==> src/rtl/range_pkg.sv <==
// Shared types and default widths for the range finder datapath and its frame generator.
package range_pkg;

    localparam int RANGE_WIDTH = 8;
    localparam int RANGE_LEN_W = 8;

    typedef enum logic [1:0] {
        IDLE   = 2'd0,
        ARMED  = 2'd1,
        STREAM = 2'd2
    } state_t;

endpackage

==> src/rtl/sync_fifo.sv <==
// Single-clock sample FIFO with registered pointers; head shows the oldest entry, no bypass.
module sync_fifo #(
    parameter int WIDTH = 8,
    parameter int DEPTH = 4
) (
    input  logic             clk,
    input  logic             rst_n,
    input  logic             push,
    input  logic [WIDTH-1:0] push_data,
    input  logic             pop,
    output logic [WIDTH-1:0] head,
    output logic             full,
    output logic             empty
);

    localparam int AW = $clog2(DEPTH);
    localparam logic [AW:0] FULL_OCC = (AW+1)'(DEPTH);

    logic [WIDTH-1:0] mem [DEPTH];
    logic [AW-1:0]    wr_ptr;
    logic [AW-1:0]    rd_ptr;
    logic [AW:0]      occ;
    logic             do_push;
    logic             do_pop;

    // Requests against a full/empty FIFO are dropped here, so callers may push/pop freely.
    assign do_push = push && !full;
    assign do_pop  = pop && !empty;
    assign full    = (occ == FULL_OCC);
    assign empty   = (occ == '0);
    assign head    = mem[rd_ptr];

    always_ff @(posedge clk) begin
        if (do_push) begin
            mem[wr_ptr] <= push_data;
        end
    end

    // Pointers are AW bits wide, so they wrap modulo DEPTH for free.
    always_ff @(posedge clk or negedge rst_n) begin
        if (!rst_n) begin
            wr_ptr <= '0;
            rd_ptr <= '0;
            occ    <= '0;
        end else begin
            if (do_push) wr_ptr <= wr_ptr + 1'b1;
            if (do_pop)  rd_ptr <= rd_ptr + 1'b1;
            case ({do_push, do_pop})
                2'b10:   occ <= occ + 1'b1;
                2'b01:   occ <= occ - 1'b1;
                default: occ <= occ;
            endcase
        end
    end

endmodule

==> src/rtl/range_frame_gen.sv <==
// Buffers upstream samples and replays them to the range finder as framed bursts with go/finish strobes.
module range_frame_gen
    import range_pkg::*;
#(
    parameter int WIDTH = RANGE_WIDTH,
    parameter int DEPTH = 4,
    parameter int LEN_W = RANGE_LEN_W
) (
    input  logic             clk,
    input  logic             rst_n,
    input  logic [WIDTH-1:0] in_data,
    input  logic             in_valid,
    output logic             in_ready,
    input  logic             start,
    input  logic [LEN_W-1:0] frame_len,
    output logic [WIDTH-1:0] data_out,
    output logic             go,
    output logic             finish,
    output logic             busy,
    output logic             err,
    output state_t           dbg_state
);

    localparam logic [LEN_W-1:0] LEN_MIN = LEN_W'(2);

    state_t           state;
    logic [LEN_W-1:0] len;
    logic [LEN_W-1:0] count;
    logic [WIDTH-1:0] fifo_head;
    logic             fifo_full;
    logic             fifo_empty;
    logic             fifo_pop;

    // Handshake: a sample transfers on a rising edge where in_valid && in_ready; in_ready is just "FIFO not full".
    assign in_ready  = !fifo_full;
    assign fifo_pop  = (state != IDLE) && !fifo_empty;
    assign dbg_state = state;

    sync_fifo #(
        .WIDTH (WIDTH),
        .DEPTH (DEPTH)
    ) u_fifo (
        .clk       (clk),
        .rst_n     (rst_n),
        .push      (in_valid),
        .push_data (in_data),
        .pop       (fifo_pop),
        .head      (fifo_head),
        .full      (fifo_full),
        .empty     (fifo_empty)
    );

    always_ff @(posedge clk or negedge rst_n) begin
        if (!rst_n) begin
            state    <= IDLE;
            len      <= '0;
            count    <= '0;
            data_out <= '0;
            go       <= 1'b0;
            finish   <= 1'b0;
            busy     <= 1'b0;
            err      <= 1'b0;
        end else begin
            go     <= 1'b0;
            finish <= 1'b0;
            err    <= 1'b0;
            case (state)
                IDLE: begin
                    if (start) begin
                        if (frame_len >= LEN_MIN) begin
                            state <= ARMED;
                            len   <= frame_len;
                            count <= '0;
                            busy  <= 1'b1;
                        end else begin
                            err <= 1'b1;
                        end
                    end
                end
                ARMED: begin
                    if (start) err <= 1'b1;
                    if (!fifo_empty) begin
                        data_out <= fifo_head;
                        go       <= 1'b1;
                        count    <= LEN_W'(1);
                        state    <= STREAM;
                    end
                end
                STREAM: begin
                    if (start) err <= 1'b1;
                    // An empty FIFO stalls the frame; data_out holds so a repeat cannot move min/max.
                    if (!fifo_empty) begin
                        data_out <= fifo_head;
                        count    <= count + 1'b1;
                        if (count == len - 1'b1) begin
                            finish <= 1'b1;
                            busy   <= 1'b0;
                            state  <= IDLE;
                        end
                    end
                end
                default: state <= IDLE;
            endcase
        end
    end

endmodule

==> config.mk <==
export PLATFORM = sky130hd
export DESIGN_NAME = range_frame_gen
export DESIGN_NICKNAME = d
export VERILOG_FILES = /design/src/rtl/range_pkg.sv /design/src/rtl/sync_fifo.sv /design/src/rtl/range_frame_gen.sv
export SDC_FILE = /design/constraint.sdc
export NUM_CORES = 1
export LEC_CHECK = 0
export ABC_AREA = 1
export ABC_CLOCK_PERIOD_IN_PS = 2370
export BUFFER_PORTS_ARGS = -buffer_cell sky130_fd_sc_hd__buf_2
export CORE_MARGIN = 4
export CORE_UTILIZATION = 55
export DETAILED_ROUTE_END_ITERATION = 10
export PLACE_DENSITY = 0.84
export SLEW_MARGIN = 20
export SYNTH_ARGS = -nofsm -noshare
export SYNTH_HDL_FRONTEND = slang
export SYNTH_SLANG_ARGS = --single-unit
export TNS_END_PERCENT = 50
==> constraint.sdc <==
create_clock -name clk -period 2.37 [get_ports clk]
set_clock_uncertainty 0.1 [all_clocks]
set_input_delay 0.1185 -clock clk [delete_from_list [all_inputs] [get_ports clk]]
set_output_delay 0.1185 -clock clk [all_outputs]
set_load 0.1 [all_outputs]
==> run summary, run 1 <==
The worst register-to-register path begins at dbg_state[0]. During I/O placement, the number of pins put on the boundary was 35. The sequential-to-total area share from yosys stat is 0.568.

The number of rows in the core area came out at 28. Measured in cells, the most critical reg-to-reg path has a length of 9. In the final design database the tool counted 441 nets. 0 antenna diodes ended up in the layout. Synthesis produced 347 cells. The clock tree from TritonCTS is yes. Setup repair after global routing left no endpoint under its margin.

The post-cts sizing count came out at 0. The peak fanout along the critical path came out at 5. The data arrival time of the worst path is ~2400 ps. The count of final hold-check violations is 0. Of the total power, the clock network draws 0.201.

The placer's final routability congestion estimate came out at 0.796. The final-report max-slew violation count came out at 0. The share of the clock period used by the worst path after layout is 0.949.

The detail route stage leaves a number of antenna-violating nets equal to 0. The type of element launching the critical path is a register. The number of different library cells used by synthesis comes to 33. The maximum buffer depth of the clock tree is 2.

Compared with the post-synthesis result, the final layout area differs by 21.3%. The transition time at the pin with the least slew margin came out at 834 ps. The mapped cell area is ~3300 µm². The minimum period implied by the final worst setup slack is 2250 ps.

The end point of the critical path is u_fifo.occ[2]. The total of warnings raised by yosys came out at 0. The number of clock sinks came out at 69.

STA classifies the critical path endpoint as a register. The register-to-register setup slack came out at around 120 ps. The die boundary width came out at 85.7 µm. Sorting the synthesized cells by area gives the leading types as edfxtp_1 29%, dfrtp_1 28%, nor2_1 8.4%.

The number of CTS-inserted buffers is 9. The remaining global-route overflow is 0. For this block, the via count after detailed routing is approximately 2,600.

The share of power burned in combinational logic is 0.477. The mean cell area of the mapped netlist came out at 9.58 µm². The first element of the critical path is dbg_state[0]. The worst hold path belongs to the class primary input to register. The clock tree synthesis step divided the H-tree into 3 levels. The post-route core utilization came out at 0.685.

The pre-CTS setup slack came out at 134 ps. The post-route worst setup slack is 120 ps. The data required time of the worst path came out at ~2500 ps. The switching power total came out at 2.73 mW. After clock tree synthesis, the clock-pin slew on the worst setup and hold paths is 70 ps. The share of total power dissipated in sequential elements is 0.322.

The first detailed-routing pass took 4 iterations. The relative slew slack came out at 0.444. The run finished with clean final reports. On the final layout, the worst hold slack is 118 ps. The detailed-route wire length per cell came out at approximately 14 µm. The total routed wirelength came out at about 7000 µm. Buffers added to address setup during post-CTS repair amount to 0.

The number of port buffers is 34. The die covers 7350 µm². The setup path with the least slack is of type register to register.

The leakage dissipation came out at 1.77 nW. The tool flagged a number of max-cap violations equal to 0. The total track usage came out at 0.208. The power density over the cells is between 1000 and 1500 nW/µm². The clock reaches the later pin of the worst-skew pair after roughly 350 ps. Of the total power, the share spent switching nets is 0.469. The height of the chip is 85.7 µm. The ratio of cells with drive above 1 in the final layout came out at 0.193. The first routing iteration left 158 violations. After legalization and detailed placement, the total HPWL measured between 4000 and 5000 µm.

The via count of the first global-routing pass came to 2,534. The core area came out at 5890 µm². The initial antenna violation count came out at 0. The number of nets produced by synthesis is 379.

The wire length of the first global-routing pass is 11,600 µm. The remaining routing DRC violations came out at 0. The largest total area in the synthesized netlist belongs to edfxtp_1. The synthesized flop and latch total is 69. The aggregate negative setup slack came out at 0 ps. The post-detailed-route via-to-cell ratio came out at 5.26. Setup violations remaining at the end of the flow were counted as 0. The worst register-to-register path ends at u_fifo.occ[2].

Based on the critical path, the design can be clocked at up to 444 MHz. The initial standard-cell utilization of the core came out at 0.565. The share of the synthesized area in the top cell type is 0.289. The internal power of the cells came out at 3.10 mW.

The cell sitting at the root of the clock tree is a clkbuf_8. The largest net degree at the start of global routing is 38. The maximum ir drop on the vdd rail is 916 µV.
[metrics by stage]
| step | total power, mW | instance area [µm²] | cells |
|---|---|---|---|
| final | 5.83 | 4030 | 489 |
| after CTS | 5.84 | 4030 | 489 |
| after detailed placement | 4.63 | 3610 | 455 |
| after global routing | 6.19 | 4030 | 489 |
| after floorplan | 4.09 | 3340 | 347 |
| after global placement | 4.53 | 3610 | 455 |
[cells by family after synthesis]
group / synth area share
and+or+nand+nor: 0.206
adders and majority gates: 0.0474
AOI/OAI and AO/OA: 0.0813
muxes: 0.0102
buffers and inverters: 0.0561
xor gates and xnor gates: 0.0316
DFF: 0.568
[how the worst min path moves through the flow]
stage | from | end | slack, ps | cells after the start
5_1_grt | in_valid | u_fifo.wr_ptr[0] | 120 | 4
2_1_floorplan | rst_n | busy | -280 | 0
3_3_place_gp | rst_n | busy | 170 | 1
3_5_place_dp | rst_n | len[6] | 170 | 1
6_report | in_valid | u_fifo.wr_ptr[0] | 120 | 4
4_1_cts | in_valid | u_fifo.wr_ptr[0] | 110 | 4
[Yosys cell counts (all sizes together)]
master and n:
o21ai 31, nand3 20, a21oi 8, nor2 80
clkbuf 1, o22ai 1, nor4 1, a31oi 8
clkinv 1, nor3b 2, edfxtp 32, a21o 1
nand2 48, ha 11, xnor2 4, buf 7
nor3 4, dfrtp 37, nand4 2, inv 36
mux2 3, xor2 8, fa 1
[power by group through the flow]
stage	logic [mW]	clock network [mW]	registers [mW]
floorplan	1.55	0	2.54
global placement	2.65	0	1.87
detailed placement	2.73	0	1.90
CTS	2.77	1.19	1.88
global route	3.02	1.25	1.92
finish	2.78	1.17	1.88
[layout by cell type (no fill, tap or decap), types with 7 or more instances in the layout]
cell / instances
clkbuf_8: 9
dfrtp_1: 35
xor2_1: 8
edfxtp_1: 32
inv_1: 35
a31oi_1: 8
nor2_1: 74
dlygate4sd3_1: 18
buf_4: 7
nand3_1: 20
buf_2: 34
o21ai_0: 24
a21oi_1: 8
ha_1: 11
nand2_1: 42
[metal layers]
| metal | global-route usage | wire (µm) | up-vias |
|---|---|---|---|
| met4 | 0.0978 | 146 | 0 |
| met2 | 0.368 | 3780 | 65 |
| met5 | 0 | 0 | - |
| li1 | - | - | 1262 |
| met1 | 0.231 | 2750 | 1233 |
| met3 | 0.0576 | 334 | 14 |
[what timing repair did]
item / CTS / global route
hold buffers: 18 / 0
endpoints found under the hold margin: 78 / 0
setup endpoints to repair: 0 / 0
[area by class of cell]
class,count,area [µm²]
clock buffers,9,124
flip-flops and latches,69,1890
clock inverters,7,121
fillers,457,1850
repair buffers,59,403
well taps,75,93.8
inverters,37,139
multi-input cells,233,1260
[sequential cells by signal, summed over array words and instances (netlist names)]
| signal | flops |
|---|---|
| u_fifo.mem | 32 |
| data_out | 8 |
| dbg_state | 2 |
| u_fifo.occ | 3 |
| err | 1 |
| u_fifo.wr_ptr | 2 |
| go | 1 |
| finish | 1 |
| count | 8 |
| u_fifo.rd_ptr | 2 |
| len | 8 |
| busy | 1 |
[worst max-delay path, stage by stage, from the launching register on]
cell,delay (ps)
dfrtp_4,440
inv_1,70
ha_1,230
nor2_1,250
ha_1,200
inv_1,60
fa_1,370
a21oi_1,140
o21ai_0,110
xor2_1,150
Note: power is estimated with default switching activity, not from simulation.
==> run 2, diff against run 1 <==
--- a/config.mk
+++ b/config.mk
@@ -12,6 +12,7 @@
 export CORE_UTILIZATION = 55
 export DETAILED_ROUTE_END_ITERATION = 10
 export PLACE_DENSITY = 0.84
+export RECOVER_POWER = 25
 export SLEW_MARGIN = 20
 export SYNTH_ARGS = -nofsm -noshare
 export SYNTH_HDL_FRONTEND = slang
==> run 2 against run 1 <==
  * Critical path depth is the same
  * Setup slack lost 2.7 ps
  * Non-clock buffer count is the same
  * Fmax shrank 0.12%
  * Global-route usage is the same
  * Clock power is essentially flat
  * Sequential share of layout area grew 0.12 points
  * Final cell count is the same
==> run summary, run 2 (synthesis gave the netlist of run 1 again) <==
The source-to-sink clock delay at the later pin of the worst-skew pair came out at 350 ps (about the same). The number of cells on the critical path came out at 9 (unchanged). The initial DRC count came out at 152 (-3.8%). The number of antenna cells inserted is 0 (unchanged).

The post-route core utilization is 0.683 (-0.00170). The worst path buffer plus inverter count is 2 (unchanged). The leakage dissipation came out at 1.75 nW (-1.2%). The depth of the most critical reg-to-reg path came out at 9 (unchanged). The number of post-CTS setup repair buffers came out at 0 (unchanged). The number of endpoints failing setup at the final stage is 0 (unchanged). The count of non-filler cells in the finished layout came to 489 (unchanged).

Setup repair after global routing left no endpoint under its margin. The ratio of cells with drive above 1 in the final layout came out at 0.174 (-0.0193). The die boundary width is 85.7 µm (unchanged).

The maximum clock rate is 444 MHz (-0.12%). The height of the chip came out at 85.7 µm (unchanged). The share of the clock period used by the worst path after layout came to 0.951 (+0.00115). The peak fanout along the critical path was 5 (unchanged).

The flip-flop count of the largest register, all copies and words added is 32 (unchanged). The data arrival time of the worst path came out at 2380 ps (about the same). The placer's final routability congestion estimate is 0.796 (unchanged). The post-layout net count is 441 (unchanged).

The data required time of the worst path is 2500 ps (about the same). The largest net degree at the start of global routing is 38 (unchanged). The kind of critical path is register to register.

The total routed wirelength is 6980 µm (-0.50%). u_fifo.mem holds more flip-flops than any other register. The die footprint is 7350 µm² (unchanged). The initial standard-cell utilization of the core is 0.565 (unchanged).

The share of power burned in the clock network is 0.202 (about the same). The power density over the cells is 1450 nW/µm² (+0.11%). The remaining routing DRC violations came out at 0 (unchanged). The transition time at the pin with the least slew margin is 930 ps (+96.1 ps). The portion of total power attributed to sequential cells came out at 0.322 (about the same). The post-detailed-route via-to-cell ratio came out at 5.26 (about the same).

The boundary pin count is 35 (unchanged). The internal power of the cells came out at 3.09 mW (about the same). The number of clock sinks is 69 (unchanged). The remaining global-route overflow is 0 (unchanged). The number of placed instances, taps included is 455 (unchanged). Traced cell by cell, the critical path runs through inv_1 -> ha_1 -> nor2_1 -> ha_1 -> inv_1 -> fa_1 -> a21oi_1 -> o21ai_0 -> xor2_1. The relative slew slack came out at 0.380 (-0.0640). The switching portion of total power came to 0.469 (about the same). The count of final hold-check violations is 0 (unchanged). The buffer cell driving the clock tree root is clkbuf_8.

The kind of cell with the highest combined delay on the critical path is adder cells. The core area was 5890 µm² (unchanged). The number of rows in the core area came to 28 (unchanged).

The post-detailed-placement half-perimeter wirelength is 4740 µm (unchanged). The number of search-and-repair iterations in the first detailed-routing pass came out at 5 (+1). The design area was 4020 µm² (-0.25%). The antenna violation net count after detailed routing came out at 0 (unchanged). The number of port buffers is 34 (unchanged). The maximum buffer depth of the clock tree came to 2 (unchanged). The flow ran to the end, and the final reports show no timing, DRC or antenna violations.

The type of element launching the critical path is a register. The via count of the first global-routing pass came to 2,534 (unchanged). The relative area change from synthesis to final layout came out at 21.0%. The wire length of the first global-routing pass was 11,600 µm (unchanged). The number of violations of the max-capacitance limit is 0 (unchanged). The library cells used most frequently in the layout, excluding fill and tap cells, are 74 x nor2_1, 42 x nand2_1, 35 x inv_1, 35 x dfrtp_1, 32 x edfxtp_1. The clock transition at the registers of the reported paths is 70 ps (about the same). The maximum cell stage delay along the critical path is 440 ps (about the same). The initial antenna violation count came out at 0 (unchanged).

The share of power burned in combinational logic was 0.476 (about the same). TritonCTS built the clock tree. The final-report max-slew violation count is 0 (unchanged). The library cell used most frequently in the layout, excluding fill and tap cells, is nor2_1. STA classifies the critical path endpoint as a register. The critical path's slowest cell is dfrtp_4.

The worst hold slack is 116 ps (-1.92 ps). The CTS H-tree depth came out at 3 (unchanged). The min-delay analysis places its worst path in the category primary input to register. The maximum ir drop on the vdd rail was 914 µV (-0.15%). The aggregate negative setup slack came out at 0 ps (unchanged). The switching power total is 2.73 mW (-0.23%). The number of CTS-inserted buffers came out at 9 (unchanged).

The routed via count was 2,572 (-0.078%). The detailed-route wire length per cell is 14.3 µm (-0.50%). The standard cell area after detailed placement came out at 3610 µm² (unchanged).

The minimum period implied by the final worst setup slack is 2250 ps (+2.72 ps). The number of stages on the worst hold path is 4 (unchanged). The total track usage is 0.208 (unchanged).
## run 2: cell types whose count changed in the layout (fill, tap and decap cells not counted), sizes merged
cell,delta
clkbuf,+9
buf,-9
## run 2: metrics by stage
step	total power [mW]	worst slack (ps)
2_1_floorplan	4.09	7.43
3_3_place_gp	4.53	237
3_5_place_dp	4.63	134
4_1_cts	5.84	120
5_1_grt	6.19	48.9
6_report	5.82	117
## run 2: power by group through the flow
stage	sequential [mW]	combinational [mW]	clock (mW)
after floorplan	2.54	1.55	0
after global placement	1.87	2.65	0
after detailed placement	1.90	2.73	0
after CTS	1.88	2.77	1.19
after global routing	1.92	3.02	1.25
final	1.88	2.77	1.17
## run 2: final timing paths
kind | from | end | slack [ps]
max | dbg_state[0] | u_fifo.occ[2] | 120
min | in_valid | u_fifo.wr_ptr[0] | 120
max reg2reg | dbg_state[0] | u_fifo.occ[2] | 120
min reg2reg | u_fifo.occ[0] | u_fifo.occ[0] | 410
max in group asynchronous | rst_n | dbg_state[0] | 1160
min in group asynchronous | rst_n | count[6] | 330
## run 2: area by class of cell
| class | count | area, µm² |
|---|---|---|
| sequential | 69 | 1890 |
| fill | 465 | 1860 |
| multi-input combinational | 233 | 1260 |
| timing repair buffer | 59 | 393 |
| inverter | 37 | 139 |
| clock buffer | 9 | 124 |
| clock inverter | 7 | 121 |
| tap | 75 | 93.8 |
## run 2: what timing repair did
action / 4_1_cts / 5_1_grt
gates resized for setup: 0 / 0
endpoints found under the setup margin: 0 / 0
hold endpoints to repair: 78 / 0
hold buffers: 18 / 0
## run 2: worst register-to-register path, delay by kind of cell (launching register included)
| family | cells | cell delay (ps) |
|---|---|---|
| AOI/OAI and AO/OA | 2 | 250 |
| buffers and inverters | 2 | 140 |
| xor gates and xnor gates | 1 | 150 |
| DFF | 1 | 440 |
| and+or+nand+nor | 1 | 250 |
| adders and majority gates | 3 | 800 |
## run 2: metal layers
metal,vias up,GRT usage,share of wire
met5,-,0,0
met4,0,0.0978,0.021
met3,14,0.0576,0.060
met2,76,0.368,0.54
met1,1222,0.231,0.38
li1,1260,-,-
==> run 3, diff against run 2 <==
--- a/config.mk
+++ b/config.mk
@@ -5,13 +5,13 @@
 export SDC_FILE = /design/constraint.sdc
 export NUM_CORES = 1
 export LEC_CHECK = 0
-export ABC_AREA = 1
+export ABC_AREA = 0
 export ABC_CLOCK_PERIOD_IN_PS = 2370
 export BUFFER_PORTS_ARGS = -buffer_cell sky130_fd_sc_hd__buf_2
 export CORE_MARGIN = 4
 export CORE_UTILIZATION = 55
 export DETAILED_ROUTE_END_ITERATION = 10
-export PLACE_DENSITY = 0.84
+export PLACE_DENSITY = 0.85
 export RECOVER_POWER = 25
 export SLEW_MARGIN = 20
 export SYNTH_ARGS = -nofsm -noshare
==> run 3 against run 2 <==
  * The flow now finishes with violations (capacitance limit, slew limit)
  * Final area decreased by 3.4%
  * Flip-flop and latch count unchanged
  * Via count fell by 20%
  * Core utilization grew 1.8 points
  * Setup slack got worse by 8.0 ps
  * Power is 1.5% lower
  * Register-to-register slack about the same
  * Critical endpoint is now dbg_state[1]
  * Highest routed layer unchanged
==> run summary, run 3 <==
The via count of the first global-routing pass came to 2,252 (-11%). The kind of end point of the critical path is a register. The register with the most flip-flops in the final layout is u_fifo.mem.

Relative to the synthesized area, the layout overhead comes to 23.2%. The detailed route wirelength on metal3 is 314 µm (-25%). The remaining global-route overflow was 0 (unchanged). The share of the synthesized area in the top cell type came to 0.305 (+0.0154). The die footprint is 7010 µm² (-4.6%). The placer's final routability congestion estimate came out at 0.789 (-0.87%).

Sorting the synthesized cells by area gives the leading types as edfxtp_1 30%, dfrtp_1 29%, mux2_2 5.7%. The total of warnings raised by yosys was 0 (unchanged). The number of rows in the core area is 27 (-3.6%). The final-report max-slew violation count is 28 (+28). The transition time at the pin with the least slew margin is 1550 ps (+623 ps).

The initial standard-cell utilization of the core is 0.570 (+0.00493). The peak fanout along the critical path is 5 (unchanged). The number of placed instances, taps included came to 337 (-26%). The remaining routing DRC violations is 0 (unchanged). The flip-flop count of the largest register, all copies and words added came out at 32 (unchanged). The portion of total power attributed to sequential cells came to 0.338 (+0.016). The clock transition at the registers of the reported paths came out at 70 ps (about the same). The number of search-and-repair iterations in the first detailed-routing pass came out at 4 (-1). The relative slew slack was -0.0358 (-0.416). The source-to-sink clock delay at the later pin of the worst-skew pair is 350 ps (about the same).

The post-detailed-route via-to-cell ratio was 5.55 (+5.6%). The data required time of the worst path is 2500 ps (about the same). The count of non-filler cells in the finished layout is 371 (-24%).

The number of clock sinks came to 69 (unchanged). The number of port buffers came out at 34 (unchanged). The internal power of the cells came out at 3.22 mW (+4.1%). The sequential-to-total area share from yosys stat is 0.598 (+0.0302). The number of CTS-inserted buffers is 9 (unchanged). The power density over the cells is 1480 nW/µm² (+2.0%).

The most frequently used cell type in the post-synthesis netlist is dfrtp_1. The highest metal layer used by the detailed router is met4. The antenna violation net count after detailed routing came out at 0 (unchanged). The post-layout net count came out at 326 (-26%). The data arrival time of the worst path is 2390 ps (about the same). The wire length on met2 came out at 3390 µm (-9.7%).

The number of endpoints failing setup at the final stage came out at 0 (unchanged). Ranked by instance count, the synthesized netlist is headed by 37 x dfrtp_1, 32 x edfxtp_1, 17 x o21ai_0. The minimum period implied by the final worst setup slack came out at 2260 ps (+8.03 ps). The initial antenna violation count is 0 (unchanged).

The count of final hold-check violations was 0 (unchanged). The height of the chip is 83.7 µm (-2.3%). The number of nets produced by synthesis is 260 (-31%). The checks that failed: capacitance limit, slew limit. The core area is 5540 µm² (-5.9%). The boundary pin count is 35 (unchanged). The leakage dissipation is 1.59 nW (-9.1%). The share of power burned in the clock network came to 0.191 (-0.011). The number of post-CTS setup repair buffers came to 0 (unchanged). The total track usage is 0.200 (-0.00831).

The detailed-route wire length per cell came out at 17.3 µm (+21%). The CTS H-tree depth is 3 (unchanged). The ratio of cells with drive above 1 in the final layout was 0.284 (+0.110). The aggregate negative setup slack came to 0 ps (unchanged).

The maximum clock rate was 442 MHz (-0.36%). The library cell used most frequently in the layout, excluding fill and tap cells, is dfrtp_1. The standard cell area after detailed placement is 3470 µm² (-3.7%). The share of power burned in combinational logic came out at 0.471 (-0.005). The library cells used most frequently in the layout, excluding fill and tap cells, are 35 x dfrtp_1, 32 x edfxtp_1, 25 x buf_2.

The count of flip-flops with a built-in enable after synthesis came out at 32 (unchanged). The number of violations of the max-capacitance limit is 1 (+1). In this run the clock root is driven by a clkbuf_8. The switching portion of total power came out at 0.439 (-0.0300). The total power consumption of the routed design is 5.74 mW (-1.5%).

The post-detailed-placement half-perimeter wirelength came out at 4310 µm (-9.2%). The total routed wirelength came out at 6410 µm (-8.2%). The met1 wire length is 2610 µm (-1.9%). The min-delay analysis places its worst path in the category primary input to register. The initial DRC count came out at 121 (-20%).

The mapped cell area is 3160 µm² (-5.0%). The largest net degree at the start of global routing came out at 28 (-26%). The routed via count is 2,060 (-20%). The share of the clock period used by the worst path after layout was 0.954 (+0.00339). The mean cell area of the mapped netlist came out at 13.8 µm² (+45%). The critical path in this run is classified as register to register. edfxtp_1 takes more of the synthesized area than any other cell.

The synthesized flop and latch total is 69 (unchanged). The maximum buffer depth of the clock tree was 2 (unchanged). The distinct cell type count of the synthesized netlist was 38 (+15%).

The share of flip-flops with an asynchronous set or reset after synthesis came to 0.536 (unchanged). The switching power total came out at 2.52 mW (-7.8%). Setup repair after global routing could not meet its margin everywhere. The die boundary width is 83.7 µm (-2.3%). The maximum ir drop on the vdd rail came to 786 µV (-14%). The instance count of the mapped netlist is 228 (-34%).

The design area came out at 3890 µm² (-3.4%). TritonCTS built the clock tree. STA classifies the critical path startpoint as a register. The number of antenna cells inserted came out at 0 (unchanged).

The wire length of the first global-routing pass is 10,800 µm (-6.8%). For this run, the leading register cell type out of synthesis is dfrtp_1. The flow ran to the end, but the final reports show violations.
## run 3: cell types whose count changed after synthesis, moves of 8 or more
cell,before,now
nor2_1,74,11
and3_1,0,9
nand2_1,43,15
mux4_2,0,8
inv_1,35,12
mux2_2,3,16
nand3_1,20,5
## run 3: through the flow
| step | hold WS (ps) | worst slack, ps | util |
|---|---|---|---|
| final | 98.1 | 109 | 0.701 |
| after global routing | 103 | -3.58 | 0.701 |
| after CTS | 71.0 | 99.2 | 0.701 |
| after detailed placement | 82.3 | -2.63 | 0.627 |
| after global placement | 69.2 | 56.6 | 0.627 |
| after floorplan | -277 | 27.5 | - |
## run 3: final cells by class
cell class              instances  area, µm²
repair buffers                 58        384
clock inverters                 6       93.8
flip-flops and latches         69       1890
inverters                      12       45.0
fillers                       374       1650
well taps                      72       90.1
multi-input cells             144       1240
clock buffers                  10        138
## run 3: what timing repair did
item / CTS / global route
pin swaps: 1 / 0
hold buffers: 18 / 0
hold endpoints to repair: 67 / 0
resized for setup: 0 / 5
setup endpoints to repair: 1 / 5
## run 3: path summary, 6_finish.rpt
path / startpoint / endpoint / slack (ps) / cells past startpoint
worst max-delay path: len[0] / dbg_state[1] / 110 / 8
worst min-delay path: in_valid / u_fifo.wr_ptr[0] / 100 / 3
worst max register to register: len[0] / dbg_state[1] / 110 / 8
worst min register to register: data_out[6] / data_out[6] / 420 / 1
max in group asynchronous: rst_n / dbg_state[1] / 480 / 2
min in group asynchronous: rst_n / go / 590 / 2
## run 3: layer usage
layer  vias up  GRT usage
met1      1018      0.239
met2        58      0.349
met4         0     0.0906
met5         -          0
met3        12     0.0375
li1        972          -
## run 3: critical path, cell delays in order (launching register included)
cell and delay (ps):
dfrtp_1 380, buf_4 160, inv_1 60, ha_1 210, a21oi_1 60, a311o_1 350, a2111oi_4 350, o211ai_2 150
mux2_4 320
## run 3: power by group through the flow
stage / registers, mW / clock network [mW] / logic (mW)
floorplan: 2.61 / 0 / 1.41
global placement: 1.94 / 0 / 2.56
detailed placement: 1.96 / 0 / 2.65
CTS: 1.94 / 1.12 / 2.70
global route: 1.99 / 1.18 / 2.92
finish: 1.94 / 1.09 / 2.70
## run 3: cell families after synthesis
kind of cell,share of synthesized area
simple gates,0.105
xor+xnor,0.0389
mux,0.122
fa+ha+maj,0.0500
buf+inv,0.0178
flops,0.598
compound gates,0.0678
